==> src/rtl/mod_seq_pkg.sv <==
// Shared types and helpers for the round-robin sequence arbiter.
// IDs follow the modulo-sequence convention 1..n with wrap n->1; 0 means "none".
package mod_seq_pkg;

    typedef enum logic [1:0] {
        IDLE  = 2'd0,
        GRANT = 2'd1,
        COOL  = 2'd2
    } arb_state_t;

    localparam int NO_GRANT = 0;
    localparam int SEQ_W    = 8;

    // Successor in the 1..n sequence; anything at or beyond n wraps back to 1.
    function automatic logic [SEQ_W-1:0] next_id(input logic [SEQ_W-1:0] id,
                                                 input logic [SEQ_W-1:0] n);
        return (id >= n) ? SEQ_W'(1) : id + SEQ_W'(1);
    endfunction

endpackage

==> src/rtl/mod_seq_arbiter_rr_pick.sv <==
// Combinational wrap-around priority scan: first requesting ID after last_id.
// Candidate j (0-based) is the ID j+1 steps after last_id in the 1..N_REQ sequence.
module rr_pick
    import mod_seq_pkg::*;
#(
    parameter int N_REQ = 5,
    parameter int ID_W  = 3
) (
    input  logic [N_REQ-1:0] req,
    input  logic [ID_W-1:0]  last_id,
    output logic             found,
    output logic [ID_W-1:0]  pick_id
);

    logic [2*N_REQ-1:0] doubled;
    logic [N_REQ-1:0]   rotated;
    logic [ID_W-1:0]    cand_id [N_REQ];

    // rotated[j] is the request bit of requester cand_id[j].
    assign doubled = {req, req};
    assign rotated = doubled[last_id +: N_REQ];

    genvar gi;
    generate
        for (gi = 0; gi < N_REQ; gi++) begin : g_cand
            if (gi == 0) begin : g_first
                assign cand_id[gi] = ID_W'(next_id(SEQ_W'(last_id), SEQ_W'(N_REQ)));
            end else begin : g_rest
                assign cand_id[gi] = ID_W'(next_id(SEQ_W'(cand_id[gi-1]), SEQ_W'(N_REQ)));
            end
        end
    endgenerate

    // Scan from the far end so the nearest requesting candidate wins.
    always_comb begin
        found   = 1'b0;
        pick_id = ID_W'(NO_GRANT);
        for (int j = N_REQ - 1; j >= 0; j--) begin
            if (rotated[j]) begin
                found   = 1'b1;
                pick_id = cand_id[j];
            end
        end
    end

endmodule

==> src/rtl/mod_seq_arbiter.sv <==
// Round-robin arbiter with registered one-hot grant, hold timeout and a
// one-cycle cool-down between grants.
module mod_seq_arbiter
    import mod_seq_pkg::*;
#(
    parameter int N_REQ    = 5,
    parameter int ID_W     = 3,
    parameter int MAX_HOLD = 8
) (
    input  logic             clk,
    input  logic             rst,
    input  logic [N_REQ-1:0] req,
    output logic [N_REQ-1:0] gnt,
    output logic [ID_W-1:0]  gnt_id,
    output logic             busy,
    output logic             timeout
);

    localparam int HCW = $clog2(MAX_HOLD);

    arb_state_t        state_reg, state_next;
    logic [HCW-1:0]    hold_cnt_reg, hold_cnt_next;
    logic [ID_W-1:0]   last_id_reg, last_id_next;
    logic [ID_W-1:0]   gnt_id_reg, gnt_id_next;
    logic [N_REQ-1:0]  gnt_reg, gnt_next;
    logic              busy_reg, busy_next;
    logic              timeout_reg, timeout_next;
    logic              found;
    logic [ID_W-1:0]   pick_id;
    logic              holder_req;

    rr_pick #(
        .N_REQ (N_REQ),
        .ID_W  (ID_W)
    ) u_pick (
        .req     (req),
        .last_id (last_id_reg),
        .found   (found),
        .pick_id (pick_id)
    );

    // Only the current holder's request line matters while granted.
    assign holder_req = |(req & gnt_reg);

    always_comb begin
        state_next    = state_reg;
        hold_cnt_next = hold_cnt_reg;
        last_id_next  = last_id_reg;
        gnt_id_next   = gnt_id_reg;
        timeout_next  = 1'b0;
        case (state_reg)
            IDLE: begin
                if (found) begin
                    gnt_id_next   = pick_id;
                    hold_cnt_next = '0;
                    state_next    = GRANT;
                end
            end
            GRANT: begin
                if (!holder_req || hold_cnt_reg == HCW'(MAX_HOLD - 1)) begin
                    // A dropped request takes precedence, so timeout only flags a true expiry.
                    timeout_next  = holder_req;
                    last_id_next  = gnt_id_reg;
                    gnt_id_next   = ID_W'(NO_GRANT);
                    hold_cnt_next = '0;
                    state_next    = COOL;
                end else begin
                    hold_cnt_next = hold_cnt_reg + HCW'(1);
                end
            end
            COOL: begin
                state_next = IDLE;
            end
            default: begin
                gnt_id_next = ID_W'(NO_GRANT);
                state_next  = IDLE;
            end
        endcase
        busy_next = (state_next == GRANT);
    end

    genvar gi;
    generate
        for (gi = 0; gi < N_REQ; gi++) begin : g_gnt_dec
            assign gnt_next[gi] = (gnt_id_next == ID_W'(gi + 1));
        end
    endgenerate

    always_ff @(posedge clk or posedge rst) begin
        if (rst) begin
            state_reg    <= IDLE;
            hold_cnt_reg <= '0;
            last_id_reg  <= ID_W'(N_REQ);
            gnt_id_reg   <= ID_W'(NO_GRANT);
            gnt_reg      <= '0;
            busy_reg     <= 1'b0;
            timeout_reg  <= 1'b0;
        end else begin
            state_reg    <= state_next;
            hold_cnt_reg <= hold_cnt_next;
            last_id_reg  <= last_id_next;
            gnt_id_reg   <= gnt_id_next;
            gnt_reg      <= gnt_next;
            busy_reg     <= busy_next;
            timeout_reg  <= timeout_next;
        end
    end

    assign gnt     = gnt_reg;
    assign gnt_id  = gnt_id_reg;
    assign busy    = busy_reg;
    assign timeout = timeout_reg;

endmodule

==> config.mk <==
export PLATFORM = sky130hd
export DESIGN_NAME = mod_seq_arbiter
export DESIGN_NICKNAME = d
export VERILOG_FILES = /design/src/rtl/mod_seq_pkg.sv /design/src/rtl/mod_seq_arbiter_rr_pick.sv /design/src/rtl/mod_seq_arbiter.sv
export SDC_FILE = /design/constraint.sdc
export NUM_CORES = 1
export LEC_CHECK = 0
export ABC_AREA = 1
export ABC_CLOCK_PERIOD_IN_PS = 9300
export BUFFER_PORTS_ARGS = -buffer_cell sky130_fd_sc_hd__buf_4
export CAP_MARGIN = 20
export CORE_MARGIN = 3
export CORE_UTILIZATION = 55
export DETAILED_ROUTE_END_ITERATION = 7
export PLACE_DENSITY = 0.77
export SLEW_MARGIN = 20
export SYNTH_ARGS = -nofsm -noshare
export SYNTH_HDL_FRONTEND = slang
export SYNTH_HIERARCHICAL = 1
export SYNTH_SLANG_ARGS = --single-unit
==> constraint.sdc <==
create_clock -name clk -period 9.3 [get_ports clk]
set_input_delay 0.93 -clock clk [delete_from_list [all_inputs] [get_ports clk]]
set_output_delay 0.93 -clock clk [all_outputs]
set_load 0.02 [all_outputs]
## Word-level counts from Yosys, hierarchy flattened

Cells that the tools add are included.

| word-level totals | value |
|---|---|
| register bits after elaboration | 18 |
| input port bits | 7 |
| output and inout bits | 10 |
| word-level logic and storage cells | 63 |

| cells by class | value |
|---|---|
| add/sub/neg operators | 6 |
| order comparisons | 5 |
| eq/ne operators | 10 |
| shifts and indexed selects | 1 |
| multiplexer cells | 26 |
| bitwise logic cells | 1 |
| reductions and logical operators | 7 |

Operator list:

| kind | number |
|---|---|
| two-way mux 3 bit | 14 |
| adder 3 x 1 -> 3 bit, second input constant | 6 |
| >= comparator 3 bit, second input constant | 5 |
| indexed part select 10 x 4 -> 5 bit | 1 |
| equality test 3 bit, second input constant | 3 |
| one-hot mux 3 bit (3 select lines) | 1 |
| two-way mux 1 bit | 7 |
| equality test 3 x 2 -> 1 bit, second input constant | 2 |
| one-hot mux 3 bit (2 select lines) | 1 |
| bitwise AND 5 bit | 1 |
| OR reduction 5 bit | 1 |
| equality test 2 x 1 -> 1 bit, second input constant | 2 |
| two-way mux 2 bit | 2 |
| one-hot mux 2 bit (2 select lines) | 1 |
| AND reduction 2 bit | 2 |
| equality test 3 x 1 -> 1 bit, second input constant | 1 |
| equality test 2 bit, second input constant | 1 |
| logical NOT 2 bit | 1 |
| != test 2 bit, second input constant | 1 |
| nonzero test 2 bit | 1 |
| logical NOT 1 bit | 1 |
| logical OR 1 bit | 1 |

## Longest topological paths before layout

Gate-level depths: netlist (run 1).

| depth | value |
|---|---|
| depth after elaboration | 18 |
| gate-level depth with buffers | 40 |
| mapped depth without buffers | 39 |

## Hierarchy

The synthesis (run 1) kept the hierarchy.

By module, submodules not included:

| module | times used | cells each | area an instance (sq um) | sequential area each (sq um) |
|---|---|---|---|---|
| rr_pick | 1 | 166 | 945.9 | 0.0 |
| mod_seq_arbiter | 1 | 103 | 903.4 | 452.9 |

## Worst setup path after synthesis (run 1)

No wires, ideal clock.

| timing | value |
|---|---|
| path type | reg2reg |
| start point | register last_id_reg[1] |
| end point | register gnt_reg[4], in the netlist gnt[4] |
| library setup time | 119 ps |
| data arrival time | 4,165 ps |
| required time | 9,181 ps |
| slack | 5,016 ps |
| cell stages (with the launch flop) | 38 |
| path buffers | 1 |
| clock period less this slack | 4,284 ps |
| path through | dfrtp_1 > buf_6 > inv_2 > ha_1 > inv_1 > nand2_1 > nand2_4 > inv_1 > nor2_1 > inv_1 > ha_1 > inv_1 > nand2_1 > o211ai_4 > nand2_1 > ha_1 > nor2_1 > nand2_1 > [... 2 more ...] > ha_1 > nor2_1 > nand3_1 > nand2_2 > nand2_2 > ha_1 > nor3_1 > nand2_1 > nand3_1 > nand2_1 > nand2_1 > nand2_1 > nand2_1 > nand3_1 > a21oi_1 > nand2_1 > nand2_1 > nor2_1 |

| between the ends | value |
|---|---|
| longest elaborated chain between the ends | 18 |
| elaborated cells on any way between the ends | 29 |
| those cells by class | add/sub (5); order compare (5); eq/ne (1); shift (1); mux (17) |

RTL lines:

| item | RTL line | RTL |
|---|---|---|
| from (decl) | mod_seq_arbiter.sv:23 | `logic [ID_W-1:0] last_id_reg, last_id_next;` |
| from (signal assigned) | mod_seq_arbiter.sv:93 | `last_id_reg <= ID_W'(N_REQ);` |
| from (signal assigned) | mod_seq_arbiter.sv:101 | `last_id_reg <= last_id_next;` |
| adder 3 x 1 -> 3 bit or >= comparator 3 bit (tied branches) | mod_seq_pkg.sv:17 | `return (id >= n) ? SEQ_W'(1) : id + SEQ_W'(1);` |
| two-way mux 3 bit | mod_seq_pkg.sv:17 |  |
| adder 3 x 1 -> 3 bit or >= comparator 3 bit (tied branches) | mod_seq_pkg.sv:17 |  |
| two-way mux 3 bit | mod_seq_pkg.sv:17 |  |
| adder 3 x 1 -> 3 bit or >= comparator 3 bit (tied branches) | mod_seq_pkg.sv:17 |  |
| two-way mux 3 bit | mod_seq_pkg.sv:17 |  |
| adder 3 x 1 -> 3 bit or >= comparator 3 bit (tied branches) | mod_seq_pkg.sv:17 |  |
| two-way mux 3 bit | mod_seq_pkg.sv:17 |  |
| adder 3 x 1 -> 3 bit or >= comparator 3 bit (tied branches) | mod_seq_pkg.sv:17 |  |
| two-way mux 3 bit | mod_seq_pkg.sv:17 |  |
| two-way mux 3 bit (4 in a row) | mod_seq_arbiter_rr_pick.sv:39 | `if (rotated[j]) begin` |
| two-way mux 3 bit (*) | mod_seq_arbiter_rr_pick.sv:39 |  |
| via pick_id[1] | mod_seq_arbiter.sv:29 | `logic [ID_W-1:0] pick_id;` |
| two-way mux 3 bit (*) | mod_seq_arbiter.sv:53 | `if (found) begin` |
| one-hot mux 3 bit (3 select lines) (*) | mod_seq_arbiter.sv:51 | `case (state_reg)` |
| equality test 3 bit (*) | mod_seq_arbiter.sv:85 | `assign gnt_next[gi] = (gnt_id_next == ID_W'(gi + 1));` |
| via gnt_next[4] | mod_seq_arbiter.sv:25 | `logic [N_REQ-1:0] gnt_reg, gnt_next;` |
| to (signal assigned) | mod_seq_arbiter.sv:103 | `gnt_reg <= gnt_next;` |
| to (decl) | mod_seq_arbiter.sv:25 |  |

The timed path passes the listed nets; every way through them passes the cells marked *.
A chain may end at the register's enable or synchronous reset.

## Worst setup path in the final report (run 1)

| timing | value |
|---|---|
| start point | register last_id_reg[1] |
| end point | register gnt_reg[1], in the netlist gnt[1] |

| between the ends | value |
|---|---|
| longest elaborated chain between the ends | 18 |
| elaborated cells on any way between the ends | 29 |
| those cells by class | add/sub (5); order compare (5); eq/ne (1); shift (1); mux (17) |

RTL lines:

| item | RTL line | RTL |
|---|---|---|
| adder 3 x 1 -> 3 bit or >= comparator 3 bit (tied branches) | mod_seq_pkg.sv:17 |  |
| two-way mux 3 bit | mod_seq_pkg.sv:17 |  |
| adder 3 x 1 -> 3 bit or >= comparator 3 bit (tied branches) | mod_seq_pkg.sv:17 |  |
| two-way mux 3 bit | mod_seq_pkg.sv:17 |  |
| adder 3 x 1 -> 3 bit or >= comparator 3 bit (tied branches) | mod_seq_pkg.sv:17 |  |
| two-way mux 3 bit | mod_seq_pkg.sv:17 |  |
| adder 3 x 1 -> 3 bit or >= comparator 3 bit (tied branches) | mod_seq_pkg.sv:17 |  |
| two-way mux 3 bit | mod_seq_pkg.sv:17 |  |
| [... 2 more ...] | n/a |  |
| two-way mux 3 bit (4 in a row) | mod_seq_arbiter_rr_pick.sv:39 |  |
| two-way mux 3 bit (*) | mod_seq_arbiter_rr_pick.sv:39 |  |
| via pick_id[1] | mod_seq_arbiter.sv:29 |  |
| two-way mux 3 bit (*) | mod_seq_arbiter.sv:53 |  |
| one-hot mux 3 bit (3 select lines) (*) | mod_seq_arbiter.sv:51 |  |
| via gnt_id_next[1] | mod_seq_arbiter.sv:24 | `logic [ID_W-1:0] gnt_id_reg, gnt_id_next;` |
| equality test 3 x 2 -> 1 bit (*) | mod_seq_arbiter.sv:85 |  |
| via gnt_next[1] | mod_seq_arbiter.sv:25 |  |

Marked as above.

==> run summary, run 1 <==
status = complete, no violations
worst skew pair latency = 0.30 ns
Die ar. = 0.00409 mm2
Hold Crit Start = hold_cnt_reg[0]
post-synth top area share = 21.7%
largest net degree at the start of global routing = 19
Final Slew Violations = 0
CP Data Required Time = 9.54 ns
post-synth cell types = 33
Crit. End Element = flop
Hold Fails Final Rpt = 0
Total GRT Usage = 19.0%
design area = 0.00201 mm2
post_cts resized = 0
nets@finish = 304
CTS tree = done
r2r startpoint = last_id_reg[1]
GRT Residual Overflow = 0
number of inserted diodes = 0
TritonCTS Buffers = 3
# rows = 20
H-tree depth = 1
Critical Path Source Type = flop
MaxCap Viol Count = 0
Synth area leaders = dfrtp_1 22%, nand2_1 18%, ha_1 8.1%
synth warn = 6
max incr delay on CP = 0.59 ns
final setup TNS = 0 ns
worst setup path start = last_id_reg[1]
Slew HR = 56.4%
fraction of layout cells with a size suffix above 1 = 21.5%
global placement routability congestion = 0.812
max reg flops = 5
max frequency = 0.202 GHz
starting density of the core = 59.1%
CP Class = flop to flop
final setup fails = 0
setup bufs post-CTS = 0
Synth Cell Area = 0.00185 mm2
Final ANT Viol Nets = 0
CTS max path bufs = 2
Root Buffer = clkbuf_4
DRC violation total after the first TritonRoute iteration = 99
hold crit path type = flop to flop
largest area contributor in the netlist = dfrtp_1
DR WL/cell = 10.8 um
routed wire length = 3.53 mm
initial antenna violation count = 0
CP max-delay cell = dfrtp_1
drt pass-1 iters = 4
Worst EP arrival = 5.18 ns
clock skew = 0.00508 ns
boundary pin count = 17
#FFs+latches synth = 18
vias in the first global route = 1464
clock slew at reported path FFs = 0.10 ns
RSZ-0062 raised after global routing = false
synthesized area per cell = 6.87 um2
Final period util = 53.1%
register area share after synthesis = 24.5%
cell mode on critical path = nand2_1
vias = 1647
HPWL after DPL = 2.89 mm
Layout area overhead = 8.93%
Post-CTS Hold Buffers = 0
Core Footprint = 0.00313 mm2
Post-Place Cell Area = 0.00198 mm2
DIE HEIGHT = 64.0 um
syn_nets = 288
chip width = 64.0 um
# DRC = 0
I/O Buffers = 16
pin slew with the least headroom to its limit = 0.653 ns
CTS sink cnt = 18
post-synthesis instance total = 269
first-pass GRT wire length = 6.38 mm
Vias/cell = 5.02
minimum clock period = 4.94 ns
crit-path max FO = 12
## metal layers
metal	routed length, um	GRT usage [%]	up-vias
li1	-	-	878
met3	75	1.76	5
met2	1660	31.1	22
met4	50	6.47	0
met1	1750	26.0	742
met5	0	0	-
## path summary, 6_finish.rpt
kind	endpoint	slack, ns	cells after the start
hold reg to reg	hold_cnt_reg[0]	0.49	1
setup reg to reg	gnt[1]	4.36	37
max in group asynchronous	state_reg[1]	8.17	2
hold / removal	hold_cnt_reg[0]	0.49	1
min in group asynchronous	gnt_id[0]	0.71	2
setup / recovery	gnt[1]	4.36	37
## cell usage in the layout, fill, tap and decap left out, types with 2 or more instances in the layout
cell,instances
nand2_1,87
inv_1,40
o21ai_0,17
nand3_1,17
dfrtp_1,16
buf_4,16
nor2_1,12
ha_1,12
inv_2,8
nand2_2,6
nand3_2,5
a21oi_1,5
nand4_1,4
o21ai_1,4
nor2_4,3
nand3_4,3
nor2_2,3
clkbuf_4,3
nand2_4,3
nor2_8,2
mux2i_1,2
o22ai_1,2
dfstp_2,2
o21ai_2,2
nor3_1,2
## Yosys cell counts (all sizes together)
library cell,count
nand2,96
a31oi,1
nand3,25
o21ai,23
dfrtp,16
buf,5
inv,48
o22ai,2
and3,1
mux2i,2
nor3,2
a21oi,5
ha,12
nand4,6
or2,1
nor2,20
dfstp,2
o211ai,1
o21a,1
## cell type report
cell class              instances  area, um2
clock buffers                   4       36.3
fillers                       289       1110
inverters                      48        180
multi-input cells             198       1170
flip-flops and latches         18        453
well taps                      44       55.1
repair buffers                 16        120
## worst max-delay path, delay by kind of cell, from the launching register on
kind	cells	cell delay, ns
AO/OA/AOI/OAI	2	0.31
adder cells (fa/ha/maj)	5	1.12
buffers and inverters	5	0.37
flip-flops	1	0.59
AND/OR/NAND/NOR	25	2.50
## logic make-up after synthesis
kind of cell | count (synthesis) | share of synthesized area [%]
multiplexers | 2 | 1.08
adder cells (fa/ha/maj) | 12 | 8.12
AND/OR/NAND/NOR | 151 | 43.5
flip-flops | 18 | 24.5
buffers and inverters | 53 | 12.2
AO/OA/AOI/OAI | 33 | 10.6
## stage by stage
| stage | instances | util, % | hold WS, ns | setup WS [ns] |
|---|---|---|---|---|
| finish | 328 | 64.4 | 0.490 | 4.36 |
| global route | 328 | 64.4 | 0.519 | 3.76 |
| CTS | 328 | 64.4 | 0.498 | 4.38 |
| detailed placement | 324 | 63.2 | 0.484 | 4.40 |
| global placement | 324 | 63.2 | 0.473 | 4.54 |
| floorplan | 269 | - | 0.457 | 5.02 |
Power of run 1 is not shown: default switching activity piles up to over one toggle a cycle in this logic, so the estimate is an artifact.
==> inputs of run 2 (changes only) <==
ABC_AREA = 0   (was 1)
ABC_CLOCK_PERIOD_IN_PS = 4900   (was 9300)
clock period = 4.9 ns   (was 9.3 ns; I/O delays follow)
==> run summary, run 2 <==
Root Buffer = clkbuf_4
pin slew with the least headroom to its limit = 0.697 ns
r2r startpoint = last_id_reg[1]
TritonCTS Buffers = 3
top routing layer in use = met4
Synth area leaders = dfrtp_1 23%, ha_1 8.4%, mux4_2 5.1%
worst skew pair latency = 0.30 ns
#FFs+latches synth = 18
Layout area overhead = 27.0%
minimum clock period = 4.87 ns
Vias/cell = 6.23
Die ar. = 0.00395 mm2
max incr delay on CP = 0.41 ns
register area share after synthesis = 25.5%
CP max-delay cell = dfrtp_1
hold crit path type = input port to asynchronous set/reset pin
DRC violation total after the first TritonRoute iteration = 98
Critical Path Source Type = flop
CP Buf/Inv Count = 11
Worst EP arrival = 5.04 ns
vias = 1676
Cells after DPL = 257
Final period util = 99.4%
drt pass-1 iters = 7
CTS sink cnt = 18
Setup Slack @ Placement = -0.0796 ns
Critical R2R Capture = gnt[1]
H-tree depth = 1
family with the most delay on the worst path = compound AO/OA/AOI/OAI gates
Final ANT Viol Nets = 0
Most used DFF post-synth = dfrtp_1
Final Slew Violations = 0
DIE HEIGHT = 62.9 um
HPWL after DPL = 3.31 mm
routed wire length = 4.54 mm
Synth Cell Area = 0.00178 mm2
MaxCap Viol Count = 0
vias in the first global route = 1638
RSZ-0062 raised after global routing = true
final setup TNS = 0 ns
crit-path max FO = 7
synthesized area per cell = 9.21 um2
Hold Fails Final Rpt = 0
nets@finish = 245
global placement routability congestion = 0.859
I/O Buffers = 16
max reg flops = 5
number of inserted diodes = 0
clock slew at reported path FFs = 0.10 ns
chip width = 62.9 um
met1 WL = 1.81 mm
non-filler cells, final = 269
setup ws final = 0.0308 ns
initial antenna violation count = 0
post-synthesis instance total = 193
starting density of the core = 57.8%
top-count cell post-synth = dfrtp_1
CP Data Required Time = 5.08 ns
largest net degree at the start of global routing = 21
cell mode on critical path = buf_4
met2 WL = 2.49 mm
Final Core Density = 73.4%
final setup fails = 0
Post-synth EDFFs = 0
DR WL/cell = 16.9 um
first-pass GRT wire length = 7.43 mm
CTS tree = done
status = complete, no violations
# DRC = 0
commonest non-fill, non-tap cells in the layout = 34 x buf_4, 16 x dfrtp_1, 13 x nand2_1
CTS max path bufs = 2
Async SR Flop Fraction = 100%
fraction of layout cells with a size suffix above 1 = 40.0%
Crit. End Element = flop
largest area contributor in the netlist = dfrtp_1
most common cell after layout, fill and taps aside = buf_4
post-synth cell types = 58
Slew HR = 53.2%
met3 routed WL = 180 um
CP Class = flop to flop
Post-synth top cells = 16 x dfrtp_1, 14 x a21oi_1, 13 x nand2_1
GRT Residual Overflow = 0
Total GRT Usage = 22.9%
# rows = 20
boundary pin count = 17
clock skew = 0.00471 ns
R2R setup slack = 0.03 ns
Core Footprint = 0.00308 mm2
synth warn = 6
syn_nets = 212
max frequency = 0.205 GHz
worst reg2reg path depth = 30
post-synth top area share = 22.5%
run 2: changes by cell type in the layout (fill, tap and decap cells not counted), sizes merged, moves of 4 or more:
cell / previous run / this run
nand2: 96 / 13
inv: 48 / 12
nand3: 25 / 6
buf: 16 / 34
o21ai: 23 / 9
a21oi: 5 / 17
nor2: 20 / 10
nand2b: 0 / 7
nand3b: 0 / 7
nor2b: 0 / 7
mux2: 0 / 5
nand4: 6 / 1
mux2i: 2 / 6
mux4: 0 / 4
run 2: per-layer routing:
metal | global-route usage [%] | up-vias
li1 | - | 792
met1 | 27.2 | 812
met2 | 42.9 | 63
met3 | 2.16 | 9
met4 | 7.71 | 0
met5 | 0 | -
run 2: what timing repair did:
action	in CTS	in global routing
pin swaps	6	7
endpoints found under the setup margin	5	8
setup buffers	8	0
hold buffers	0	0
endpoints found under the hold margin	0	0
gates resized for setup	10	11
cloned	0	0
run 2: logic make-up (layout without fill, tap and decap cells):
family	after synthesis	after routing	synth area share, %
flip-flops	18	18	25.5
buffers and inverters	18	50	5.28
AND/OR/NAND/NOR	72	72	24.4
adder cells (fa/ha/maj)	12	12	8.44
AO/OA/AOI/OAI	58	58	24.1
multiplexers	15	15	12.3
run 2: cell type report:
class / count / area (um2)
Tap cell: 44 / 55.1
Timing Repair Buffer: 34 / 255
Fill cell: 229 / 820
Clock buffer: 4 / 36.3
Multi-Input combinational cell: 157 / 1410
Sequential cell: 18 / 453
Inverter: 12 / 47.5
run 2: how the worst max path moves through the flow:
stage	startpoint	to	slack (ns)	cells after the start
after floorplan	last_id_reg[1]	gnt[3]	0.009	27
after global placement	last_id_reg[1]	gnt[1]	0.03	26
after detailed placement	last_id_reg[1]	gnt[3]	-0.08	27
after CTS	last_id_reg[1]	gnt[1]	0.01	27
after global routing	last_id_reg[1]	gnt[1]	-0.21	27
final	last_id_reg[1]	gnt[1]	0.03	30
run 2: metrics by stage:
stage / area (um2) / hold slack, ns
floorplan: 1850 / 0.427
global placement: 2040 / 0.481
detailed placement: 2040 / 0.494
CTS: 2190 / 0.287
global route: 2260 / 0.311
finish: 2260 / 0.272
Power of run 2 is left out for the same reason.
